<file path="src/rtl/byte_to_bitstream.sv">
// Byte-to-serial converter with a one-byte holding buffer; emits one qualified bit per clock.
// Define BYTE_TO_BITSTREAM_PARITY_EN to append an even-parity bit after every byte.
module byte_to_bitstream #(
  parameter int LSB_FIRST = 0
) (
  input  logic       clk,
  input  logic       rst,
  input  logic [7:0] data_in,
  input  logic       data_in_valid,
  output logic       data_in_ready,
  output logic       data_out,
  output logic       data_out_valid,
  output logic       data_out_first
);

  localparam int unsigned DW = 8;
  localparam int unsigned CW = 3;

`ifdef BYTE_TO_BITSTREAM_PARITY_EN
  localparam bit PARITY_EN = 1'b1;
`else
  localparam bit PARITY_EN = 1'b0;
`endif

  localparam logic [1:0] IDLE   = 2'd0;
  localparam logic [1:0] SHIFT  = 2'd1;
  localparam logic [1:0] PARITY = 2'd2;

  logic [1:0]    state, state_n;
  logic [DW-1:0] sr, sr_n;
  logic [CW-1:0] bit_cnt, bit_cnt_n;
  logic [DW-1:0] hold_data, hold_data_n;
  logic          buf_full, buf_full_n;
  logic          parity, parity_n;
  logic          out_n, valid_n, first_n;
  logic          accept, free;

  assign data_in_ready = !buf_full;

  // State register and registered outputs
  always_ff @(posedge clk) begin
    if (!rst) begin
      state          <= IDLE;
      sr             <= '0;
      bit_cnt        <= '0;
      hold_data      <= '0;
      buf_full       <= 1'b0;
      parity         <= 1'b0;
      data_out       <= 1'b0;
      data_out_valid <= 1'b0;
      data_out_first <= 1'b0;
    end else begin
      state          <= state_n;
      sr             <= sr_n;
      bit_cnt        <= bit_cnt_n;
      hold_data      <= hold_data_n;
      buf_full       <= buf_full_n;
      parity         <= parity_n;
      data_out       <= out_n;
      data_out_valid <= valid_n;
      data_out_first <= first_n;
    end
  end

  // Next-state, load priority and next output values
  always_comb begin
    state_n     = state;
    sr_n        = sr;
    bit_cnt_n   = bit_cnt;
    hold_data_n = hold_data;
    buf_full_n  = buf_full;
    parity_n    = parity;
    out_n       = 1'b0;
    valid_n     = 1'b0;
    first_n     = 1'b0;

    accept = data_in_valid && !buf_full;
    free   = (state == IDLE) || (state == PARITY) ||
             ((state == SHIFT) && (bit_cnt == CW'(7)) && !PARITY_EN);

    if (free) begin
      bit_cnt_n = '0;
      if (buf_full) begin
        sr_n       = hold_data;
        parity_n   = ^hold_data;
        buf_full_n = 1'b0;
        state_n    = SHIFT;
      end else if (accept) begin
        sr_n     = data_in;
        parity_n = ^data_in;
        state_n  = SHIFT;
      end else begin
        state_n = IDLE;
      end
    end else begin
      // Busy shifting; only reaches bit 7 here when the parity slot follows
      if (bit_cnt == CW'(7)) begin
        state_n = PARITY;
      end else begin
        bit_cnt_n = bit_cnt + CW'(1);
        sr_n      = (LSB_FIRST != 0) ? {1'b0, sr[DW-1:1]} : {sr[DW-2:0], 1'b0};
      end
      if (accept) begin
        hold_data_n = data_in;
        buf_full_n  = 1'b1;
      end
    end

    case (state_n)
      SHIFT: begin
        out_n   = (LSB_FIRST != 0) ? sr_n[0] : sr_n[DW-1];
        valid_n = 1'b1;
        first_n = (bit_cnt_n == '0);
      end
      PARITY: begin
        out_n   = parity_n;
        valid_n = 1'b1;
      end
      default: ;
    endcase
  end

endmodule

</file>
<file path="config.mk">
export PLATFORM = sky130hd
export DESIGN_NAME = byte_to_bitstream
export DESIGN_NICKNAME = d
export VERILOG_FILES = /design/src/rtl/byte_to_bitstream.sv
export SDC_FILE = /design/constraint.sdc
export NUM_CORES = 1
export LEC_CHECK = 0
export ABC_CLOCK_PERIOD_IN_PS = 2300
export CAP_MARGIN = 20
export CORE_UTILIZATION = 56
export CTS_CLUSTER_DIAMETER = 60
export CTS_CLUSTER_SIZE = 28
export DETAILED_ROUTE_END_ITERATION = 16
export DONT_BUFFER_PORTS = 1
export PLACE_DENSITY = 0.71
export SLEW_MARGIN = 30
export SYNTH_ARGS = -nofsm -noshare
export SYNTH_HDL_FRONTEND = slang
export SYNTH_SLANG_ARGS = --single-unit
</file>
<file path="constraint.sdc">
create_clock -name clk -period 2.3 [get_ports clk]
set_input_delay 0.23 -clock clk [delete_from_list [all_inputs] [get_ports clk]]
set_output_delay 0.23 -clock clk [all_outputs]
set_load 0.02 [all_outputs]
</file>
==> Word level (Yosys, flattened, before mapping) <==
Cells that the tools add are included.
{ "classes": {"n_bitwise": 2, "add_sub_neg": 1, "eq_ne": 7, "n_reduce_logical": 14, "n_mux": 15} }
{ "op_table": {"columns": ["operator", "count"], "rows": [
  ["2-to-1 mux 8 bit", 4],
  ["XOR reduction 8 bit", 2],
  ["2-to-1 mux 1 bit", 6],
  ["2-to-1 mux 3 bit", 2],
  ["AND reduction 2 bit", 3],
  ["== test 2 x 1 -> 1 bit (second input constant)", 2],
  ["== test 2 bit (second input constant)", 2],
  ["2-to-1 mux 2 bit", 2],
  ["OR reduction 2 bit", 2],
  ["adder 3 x 1 -> 3 bit (second input constant)", 1],
  ["== test 3 bit (second input constant)", 1],
  ["logical NOT 3 bit", 1],
  ["inequality test 3 bit (second input constant)", 1],
  ["logical AND 1 bit", 2],
  ["logical NOT 2 bit", 1],
  ["logical OR 1 bit", 2],
  ["inequality test 2 bit (second input constant)", 1],
  ["NOT 1 bit", 2],
  ["case mux 1 bit (2 select lines)", 1],
  ["logical NOT 1 bit", 1]
]} }
{ "totals": {"inputBits": 11, "output_inout_bits": 4, "ff_bits": 26} }

==> Depth between registers and ports, before layout <==
Gate-level depths: netlist of run 1.
{ "logic_depth": {"ltp_word": 8, "mapped_depth": 8, "mapped_depth_nobuf": 7} }

==> Worst setup path after synthesis of run 1 <==
OpenSTA, ideal clock, no wires.
{ "synth_timing": {"path_type": "reg-to-reg", "startpoint": "register bit_cnt[0]", "endpoint": "register data_out", "path_stages_with_launch": 9, "setup_slack_ns": 0.578, "arrival_ns": 1.649, "t_required_ns": 2.227, "path_cell_list": "dfxtp_1 -> ha_1 -> nand2_4 -> a2bb2oi_2 -> buf_4 -> ha_1 -> nor2b_1 -> o211ai_1 -> o211ai_2"} }
{ "synth_between": {"elab_chain_cells": 6, "elab_cells_between_ends": 11} }
{ "synth_lines": {"columns": ["element", "line_no", "source"], "rows": [
  ["start, declared", "31", "logic [CW-1:0] bit_cnt, bit_cnt_n;"],
  ["start signal, assigned", "55", "bit_cnt <= bit_cnt_n;"],
  ["== test 3 bit (*)", "79, 97", null],
  ["logical AND 1 bit", "79", "((state == SHIFT) && (bit_cnt == CW'(7)) && !PARITY_EN);"],
  ["logical OR 1 bit", "78", "free = (state == IDLE) || (state == PARITY) ||"],
  ["2-to-1 mux 2 bit", "81", "if (free) begin"],
  ["== test 2 bit / == test 2 x 1 -> 1 bit (equally long branches)", "109", "case (state_n)"],
  ["case mux 1 bit (2 select lines) (*)", "109", null],
  ["end signal, assigned", "59", "data_out <= out_n;"],
  ["end, declared", "11", "output logic data_out,"]
]} }
Every way passes the cells marked *; elsewhere a longest branch is shown, timed or not. The select of a mux whose other input is x is not followed.
A chain may end at the register's enable or synchronous reset.

==> Worst setup path in the final report of run 1 <==
{ "layout_timing": {"startpoint": "register buf_full", "endpoint": "register data_out"} }
{ "layout_between": {"elab_chain_cells": 7, "elab_cells_between_ends": 14} }
{ "layout_lines": {"columns": ["element", "line_no", "source"], "rows": [
  ["start, declared", "33", "logic buf_full, buf_full_n;"],
  ["start signal, assigned", "57", "buf_full <= buf_full_n;"],
  ["logical NOT 1 bit", "77", "accept = data_in_valid && !buf_full;"],
  ["logical AND 1 bit", "77", null],
  ["2-to-1 mux 1 bit", "88", "end else if (accept) begin"],
  ["2-to-1 mux 1 bit", "83", "if (buf_full) begin"],
  ["2-to-1 mux 2 bit", "81", null],
  ["== test 2 bit / == test 2 x 1 -> 1 bit (equally long branches)", "109", null],
  ["case mux 1 bit (2 select lines) (*)", "109", null]
]} }
Marked as above.

==> metrics.md, run 1 <==
| Metric | Value |
|---|---|
| Total GRT Usage | `22.15%` |
| Gate power share | `15.9%` |
| Chip Width | `51.08 um` |
| CP arrival | `2140 ps` |
| Setup tns final | `0 ps` |
| Syn Nets | `159` |
| Switching share of power | `26.30%` |
| Final Critical Period | `1878 ps` |
| LEAKAGE | `0.5725 nW` |
| Clock sinks | `26` |
| Overflow left after global routing | `0` |
| Core area | `0.002233 mm^2` |
| CP Cell Sequence | `nor2_1, a2bb2oi_2, ha_1, nor2b_1, o211ai_1, o211ai_2` |
| Drt initial violations | `47` |
| I/O pins | `15` |
| Crit start category | `register` |
| Clk Latency, worst-skew pair | `330 ps` |
| Power Total | `0.8748 mW` |
| Total Nets Final | `158` |
| Worst setup EP type | `register` |
| CP Max Fanout | `18` |
| Row cnt | `17` |
| Hold depth | `2` |
| Fillers | `207` |
| Fin. Hold Viols | `0` |
| # setup viols final | `0` |
| Starting Density | `60.39%` |
| Die height | `51.08 um` |
| Max Fclk | `0.5325 GHz` |
| Syn-to-layout area delta | `3.247%` |
| Kind of critical path | `register to register` |
| Slew HR | `57.45%` |
| H-tree Lvls | `1` |
| Seq/Total Area, Yosys | `38.59%` |
| EDFF count, synth | `0` |
| Register cell area after layout | `520.5 um^2` |
| Share of cells above drive strength 1 | `10.49%` |
| Syn_area_per_cell | `9.302 um^2` |
| Placed insts | `167` |
| Area of the multi-input gates | `782.0 um^2` |
| Mapped cell area | `0.001349 mm^2` |
| Skew final | `5.999 ps` |
| Avg WL per Cell | `14.71 um` |
| CTS Hold Buffers Added | `0` |
| TritonCTS clock tree | `yes` |
| Post-CTS Resized | `0` |
| Post-synthesis cell count | `145` |
| Hold Crit Class | `primary input to register` |
| Crit path buf inv count | `0` |
| Most used DFF post-synth | `dfxtp_1` |
| Fin crit share | `81.65%` |
| Reg clk slew, reported paths | `140 ps` |
| Number of global-route vias before repair | `942` |
| Vias per inst | `5.778` |
| Setup Fix Bufs, Post-CTS | `0` |
| PortBufs | `0` |
| Crit-path leading delay family | `flip-flops` |
| Non-filler cells, final | `171` |
| Yosys warns | `0` |
| Critical Path RT | `2560 ps` |
| Max_cap viols | `0` |
| Clk root buf | `clkbuf_4` |
| Routed vias | `988` |
| Final HPWL from detailed placement | `1796 um` |
| Critical path's largest stage delay | `680 ps` |
| Unrepaired setup endpoints after global routing | `no` |
| Switching power | `0.2301 mW` |
| Largest buffer count on any clock path | `2` |
| Int Power | `0.6447 mW` |
| TritonRoute pass-1 iters | `4` |
| Ant diodes | `0` |
| Initial antenna violation count | `0` |
| Power per Cell Area | `628.2 mW/mm^2` |
| Cells on worst reg2reg path | `6` |
| Post-DRT Antenna Nets | `0` |
| Sequential power share | `57.3%` |
| Cell count along the critical path | `6` |
| Status | `finished clean` |
| Crit-path slowest cell | `dfxtp_1` |
| Die area | `0.002609 mm^2` |
| Worst slew pin tran | `634.0 ps` |
| Slew Viols, Final | `0` |
| First-pass GRT wire length | `4250 um` |
| Yosys cell types | `33` |
| Largest net degree at the start of global routing | `25` |
| WL final | `2515 um` |
| Clock share of power | `26.8%` |
| Routability congestion estimate | `0.7618` |
| DRC | `0` |
| #FFs+latches synth | `26` |
| Asr flop ratio synth | `0%` |
| Worst VDD drop | `0.5191 mV` |
| Total CTS buffers | `3` |
==> through the flow <==
stage / instance area [um^2] / utilization [%] / setup WS, ps / hold WS [ps]
final: 1393 / 62.35 / 422.1 / 12.99
after global routing: 1393 / 62.35 / 280.2 / 10.41
after CTS: 1393 / 62.35 / 466.1 / 8.836
after detailed placement: 1356 / 60.73 / 489.2 / 359.9
after global placement: 1356 / 60.73 / 589.4 / 358.4
after floorplan: 1349 / - / 578.2 / 379.7
==> layout by cell type, fill, tap and decap left out, drive strengths merged, types with 4 or more instances in the layout <==
cell and n:
mux2i 10, a222oi 5, nand2 22, xnor2 12, dfxtp 26, nor2 5, o21ai 10, nor2b 17
clkbuf 4
==> logic make-up (layout without fill, tap and decap cells) <==
kind of cell,Yosys count,in the layout,share of synthesized area [%]
flops,26,26,38.59
compound gates,26,26,14.38
fa+ha+maj,3,3,2.783
mux,12,12,9.648
xor+xnor,14,14,9.091
buf+inv,10,8,3.433
simple gates,54,54,22.08
==> final cells by class <==
class / instances / area share (%)
timing repair buffer: 1 / 0.5391
clock buffer: 4 / 2.606
sequential: 26 / 37.38
inverter: 3 / 0.8086
tap: 28 / 2.516
multi-input combinational: 109 / 56.15
==> state kept, by name, summed over array words and instances (netlist names) <==
signal / flops
bit_cnt: 3
buf_full: 1
data_out: 1
data_out_first: 1
data_out_valid: 1
hold_data: 8
parity: 1
sr: 8
state: 2
==> synthesized netlist by cell type, types with 2 or more instances <==
cell type | n | area, um^2
dfxtp_1 | 26 | 520.5
nand2_1 | 21 | 78.83
nor2b_1 | 17 | 106.4
xnor2_1 | 12 | 105.1
mux2i_1 | 10 | 100.1
o21ai_0 | 9 | 45.04
a222oi_1 | 5 | 50.05
nor2_1 | 5 | 18.77
buf_2 | 4 | 20.02
a21oi_1 | 3 | 15.01
ha_1 | 3 | 37.54
inv_1 | 3 | 11.26
a22oi_1 | 2 | 15.01
and2_4 | 2 | 17.52
and3_1 | 2 | 12.51
clkbuf_1 | 2 | 7.510
mux2_4 | 2 | 30.03
xor2_1 | 2 | 17.52
==> worst paths after layout <==
kind,to,slack [ps],start
max,data_out,420,buf_full
max reg2reg,data_out,420,buf_full
min reg2reg,bit_cnt[1],510,bit_cnt[1]
min,data_out_first,10,rst
==> layer usage <==
metal  routed length (um)  global-route usage (%)  up-vias
met5                    0                       0        -
met4                   51                   11.11        0
met3                   70                   2.381        4
met2                 1217                   36.40       15
met1                 1176                   28.49      468
li1                     -                       -      501
==> power by group through the flow <==
stage / logic (mW) / clock network [mW] / registers (mW)
floorplan: 0.129 / 0 / 0.503
global placement: 0.135 / 0 / 0.509
detailed placement: 0.140 / 0 / 0.511
CTS: 0.140 / 0.235 / 0.500
global route: 0.153 / 0.259 / 0.505
finish: 0.139 / 0.234 / 0.501
Note: power is estimated with default switching activity, not from simulation.
==> run 2, diff against run 1 <==
- ABC_CLOCK_PERIOD_IN_PS: 2300 -> 1600
- CORE_UTILIZATION: 56 -> 55
- PLACE_DENSITY: 0.71 -> 0.73
- clock period: 2.3 -> 1.6 ns (I/O delays scaled with it)
==> run 2 against run 1 <==
Effect of this change:
- utilization up 7.7 points
- clock power up 96%
- die area increased by 1.7%
- wire length grew 5.4%
- largest power group unchanged
==> metrics.md, run 2 (same netlist as run 1, synthesis figures left out) <==
| Metric | Value |
|---|---|
| Status | `finished clean` |
| Max_cap viols | `0` |
| Clock share of power | `32.2%` |
| Ant diodes | `0` |
| Unrepaired setup endpoints after global routing | `no` |
| I/O pins | `15` |
| Final HPWL from detailed placement | `1839 um` |
| Cells on worst reg2reg path | `7` |
| Final core occ | `70.09%` |
| Slew HR | `59.97%` |
| Most frequent cells in the layout | `dfxtp_1, nand2_1, nor2b_1, xnor2_1, mux2i_1` |
| Hold depth | `2` |
| Vias per inst | `5.476` |
| Setup tns final | `0 ps` |
| Met1 wire length | `1276 um` |
| Hold Crit Class | `primary input to register` |
| PortBufs | `0` |
| Commonest non-fill, non-tap cell in the layout | `dfxtp_1` |
| Number of global-route vias before repair | `951` |
| Fin. Hold Viols | `0` |
| Switching power | `0.3538 mW` |
| Sequential power share | `50.1%` |
| FF-to-FF Start | `bit_cnt[1]` |
| Slew Viols, Final | `0` |
| RR Endpoint | `data_out` |
| Switching share of power | `24.84%` |
| Clk Latency, worst-skew pair | `320 ps` |
| Max layer used | `met4` |
| Routed vias | `1024` |
| Chip Width | `51.52 um` |
| Worst VDD drop | `0.8356 mV` |
| Worst slew pin tran | `598.5 ps` |
| TritonRoute pass-1 iters | `5` |
| Met2 wire len | `1261 um` |
| Post-DRT Antenna Nets | `0` |
| Int Power | `1.070 mW` |
| Starting Density | `59.82%` |
| Largest net degree at the start of global routing | `21` |
| Clk root buf | `clkbuf_4` |
| Gate power share | `17.7%` |
| CP Cell Sequence | `ha_4, nand2_4, a2bb2oi_4, ha_1, nor2b_2, o211ai_1, o211ai_2` |
| H-tree Lvls | `1` |
| WL final | `2652 um` |
| Clock sinks | `26` |
| Worst setup EP type | `register` |
| Total Nets Final | `174` |
| Share of cells above drive strength 1 | `16.35%` |
| Skew final | `11.51 ps` |
| Critical path's largest stage delay | `380 ps` |
| CP arrival | `1760 ps` |
| Fin crit share | `94.32%` |
| Die height | `51.52 um` |
| Crit-path leading delay family | `compound AO/OA/AOI/OAI gates` |
| Hold Crit Endpoint | `hold_data[0]` |
| Total CTS buffers | `3` |
| Initial antenna violation count | `0` |
| Total GRT Usage | `21.78%` |
| Worst hold start | `data_in[0]` |
| Reg clk slew, reported paths | `160 ps` |
| Largest regs | `hold_data (8), sr (8), bit_cnt (3)` |
| Largest buffer count on any clock path | `2` |
| Row cnt | `17` |
| Kind of critical path | `register to register` |
| LEAKAGE | `0.6543 nW` |
| Crit-path slowest cell | `dfxtp_2` |
| Power per Cell Area | `901.2 mW/mm^2` |
| Routed wl met3 | `96 um` |
| Drt initial violations | `42` |
| First-pass GRT wire length | `4264 um` |
| DRC | `0` |
| Critical Path RT | `1850 ps` |
| CP Max Fanout | `7` |
| Routability congestion estimate | `0.7622` |
| Overflow left after global routing | `0` |
| Max Fclk | `0.6626 GHz` |
| Syn-to-layout area delta | `17.16%` |
| TritonCTS clock tree | `yes` |
| Final Critical Period | `1509 ps` |
| Die area | `0.002654 mm^2` |
| Crit path buf inv count | `0` |
| FF-to-FF setup slack | `90 ps` |
| Crit start category | `register` |
| Avg WL per Cell | `14.18 um` |
| Core area | `0.002255 mm^2` |
| # setup viols final | `0` |
## run 2: cell types whose count changed in the layout (fill, tap and decap cells not counted), sizes merged
cell	previous run	this run
buf	1	8
bufinv	0	1
dlygate4sd3	0	9
clkbuf	4	3
## run 2: how the worst max path moves through the flow
stage,endpoint,slack [ps],cells past startpoint,startpoint
final,data_out,90,7,bit_cnt[1]
after global placement,data_out,110,7,bit_cnt[0]
after CTS,data_out,20,7,bit_cnt[0]
after detailed placement,data_out,8,7,bit_cnt[0]
after global routing,data_out,0.3,7,bit_cnt[1]
after floorplan,data_out,5,8,bit_cnt[0]
## run 2: cell type report
class,count,area (um^2)
Clock inverter,1,30.03
Timing Repair Buffer,17,150.1
Inverter,3,11.26
Tap cell,28,35.03
Multi-Input combinational cell,109,808.3
Fill cell,173,674.4
Clock buffer,3,22.52
Sequential cell,26,523.0
## run 2: what timing repair did
item                                    4_1_cts  5_1_grt
buffers inserted                              1        1
gates resized for setup                       0        3
hold buffers                                  9        0
pin swaps                                     0        2
endpoints found under the setup margin        1        6
hold endpoints to repair                     20        0
## run 2: metal layers
metal  global-route usage, %  vias up
met1                   29.20      474
li1                        -      526
met5                       0        -
met3                   3.801        2
met2                   36.15       22
met4                   5.405        0
## run 2: through the flow
step,instances,total power [mW],hold WS (ps),worst slack (ps),area (um^2)
5_1_grt,187,1.480,8.190,0.2904,1580
6_report,187,1.424,3.143,90.85,1580
3_5_place_dp,172,0.9445,296.4,7.641,1400
3_3_place_gp,172,0.9376,292.7,105.2,1400
4_1_cts,186,1.421,0.3965,19.73,1550
2_1_floorplan,145,0.9108,309.7,4.645,1359
## run 2: power by group through the flow
stage / registers, mW / clock network, mW / logic (mW)
floorplan: 0.723 / 0 / 0.188
global placement: 0.726 / 0 / 0.211
detailed placement: 0.727 / 0 / 0.217
CTS: 0.713 / 0.465 / 0.244
global route: 0.718 / 0.488 / 0.274
finish: 0.713 / 0.459 / 0.253
==> run 3, diff against run 2 <==
- CORE_UTILIZATION: 55 -> 56
- CTS_BUF_LIST: default -> sky130_fd_sc_hd__clkbuf_4 sky130_fd_sc_hd__clkbuf_8
- PLACE_DENSITY: 0.73 -> 0.74
==> run 3 against run 2 <==
Effect of this change:
- worst hold slack better by 1.3 ps
- cell area is 3.6% lower
- clock-buffer cell count stayed put
- via count is 0.78% higher
- combinational power is 6% lower
- total power is 1.8% lower
- flip-flop and latch count stayed put
- sequential share of layout area is 1.4 points higher
- setup slack worse by 20 ps
- wire length is 1.4% lower
- clock power is 2% lower
- first-iteration DRC count stayed put
- largest power group unchanged
==> metrics.md, run 3 (same netlist as run 1, synthesis figures left out) <==
| Metric | Value |
|---|---|
| Switching power | `0.3393 mW` |
| Final Critical Period | `1529 ps` |
| Slew Viols, Final | `0` |
| Unrepaired setup endpoints after global routing | `yes` |
| Share of cells above drive strength 1 | `16.23%` |
| Routability congestion estimate | `0.7904` |
| Power per Cell Area | `918.1 mW/mm^2` |
| Worst hold start | `data_in[3]` |
| Max layer used | `met4` |
| Ant diodes | `0` |
| Post-DRT Antenna Nets | `0` |
| First-pass GRT wire length | `4367 um` |
| Status | `finished clean` |
| Met2 wire len | `1287 um` |
| FF-to-FF Start | `bit_cnt[1]` |
| LEAKAGE | `0.6298 nW` |
| Setup crit start | `bit_cnt[1]` |
| Reg clk slew, reported paths | `140 ps` |
| Kind of critical path | `register to register` |
| Max Fclk | `0.6538 GHz` |
| TritonCTS clock tree | `yes` |
| Avg WL per Cell | `14.37 um` |
| Crit start category | `register` |
| Met1 wire length | `1167 um` |
| Final HPWL from detailed placement | `1947 um` |
| WL final | `2616 um` |
| Largest net degree at the start of global routing | `23` |
| Sequential power share | `51.1%` |
| Hold Crit Class | `primary input to register` |
| Slew HR | `58.29%` |
| Total Nets Final | `169` |
| Overflow left after global routing | `0` |
| Vias per inst | `5.670` |
| Switching share of power | `24.25%` |
| CP Max Fanout | `7` |
| Critical path's largest stage delay | `390 ps` |
| Clock share of power | `32.0%` |
| Crit-path slowest cell | `dfxtp_2` |
| Worst setup EP type | `register` |
| Initial antenna violation count | `0` |
| Int Power | `1.060 mW` |
| TritonRoute pass-1 iters | `4` |
| H-tree Lvls | `1` |
| Worst slew pin tran | `623.7 ps` |
| Largest regs | `hold_data (8), sr (8), bit_cnt (3)` |
| Max_cap viols | `0` |
| Total GRT Usage | `22.41%` |
| Critical Path RT | `1870 ps` |
| Clock sinks | `26` |
| Row cnt | `17` |
| Routed wl met3 | `114 um` |
| Clk Latency, worst-skew pair | `320 ps` |
| DRC | `0` |
| Design Area, Final | `0.001524 mm^2` |
| Core area | `0.002233 mm^2` |
| Die height | `51.08 um` |
| Routed vias | `1032` |
| Die area | `0.002609 mm^2` |
| Worst VDD drop | `0.5318 mV` |
| I/O pins | `15` |
| Number of global-route vias before repair | `963` |
| CP arrival | `1800 ps` |
| Starting Density | `60.39%` |
| # setup viols final | `0` |
| Skew final | `10.10 ps` |
| Commonest non-fill, non-tap cell in the layout | `dfxtp_1` |
| Cell area after placement | `0.001400 mm^2` |
| Chip Width | `51.08 um` |
| Most frequent cells in the layout | `dfxtp_1, nand2_1, nor2b_1, xnor2_1, mux2i_1` |
| Setup tns final | `0 ps` |
| Largest buffer count on any clock path | `2` |
| Fin crit share | `95.59%` |
| Gate power share | `16.9%` |
| Total CTS buffers | `3` |
| Syn-to-layout area delta | `12.99%` |
| PortBufs | `0` |
| Drt initial violations | `42` |
| Clk root buf | `clkbuf_4` |
| CP Cell Sequence | `ha_4, nand2_4, a2bb2oi_2, ha_1, nor2b_2, o211ai_1, o211ai_2` |
| Fin. Hold Viols | `0` |
-- run 3: cell count changes in the layout (fill, tap and decap cells not counted), sizes merged --
cell         before  now
dlygate4sd3       9    5
buf               8    7
-- run 3: timing repair --
action	CTS	global route
resized for setup	2	1
hold buffers	3	2
pin swaps	0	0
endpoints found under the hold margin	22	2
setup endpoints to repair	1	2
setup buffers	1	0
-- run 3: layout make-up --
type                    count  area [um^2]
clock buffers               3        22.52
clock inverters             1        30.03
fillers                   180        709.4
inverters                   3        11.26
multi-input cells         109        797.0
flip-flops and latches     26        525.5
well taps                  28        35.03
repair buffers             12        102.6
-- run 3: final timing paths --
| path | end | slack (ps) | depth (start not counted) |
|---|---|---|---|
| worst min-delay path | hold_data[3] | 4 | 2 |
| worst max register to register | data_out | 70 | 7 |
| worst min register to register | bit_cnt[1] | 520 | 2 |
| worst max-delay path | data_out | 70 | 7 |
-- run 3: layer usage --
| layer | GRT usage, % | vias up |
|---|---|---|
| li1 | - | 519 |
| met3 | 3.274 | 4 |
| met4 | 7.407 | 0 |
| met2 | 36.62 | 24 |
| met5 | 0 | - |
| met1 | 30.02 | 485 |
-- run 3: power by group through the flow --
stage	Clock, mW	Combinational (mW)	Sequential, mW
3_5_place_dp	0	0.219	0.728
6_report	0.448	0.237	0.715
3_3_place_gp	0	0.213	0.726
4_1_cts	0.450	0.236	0.715
5_1_grt	0.485	0.261	0.719
2_1_floorplan	0	0.188	0.723
-- run 3: metrics by stage --
stage	setup slack [ps]	hold WS [ps]	utilization (%)	std cells	power [mW]
floorplan	4.645	309.7	-	145	0.9108
global placement	106.1	292.3	62.69	172	0.9391
detailed placement	-12.38	296.6	62.69	172	0.9467
CTS	42.70	1.086	67.23	180	1.400
global route	-43.19	0.2949	68.24	182	1.465
finish	70.55	4.394	68.24	182	1.399
-- run 3: critical path: cells and delay by family, from the launching register on --
kind	cells	cell delay [ps]
DFF	1	390
adders and majority gates	2	430
AOI/OAI and AO/OA	3	430
and+or+nand+nor	2	230
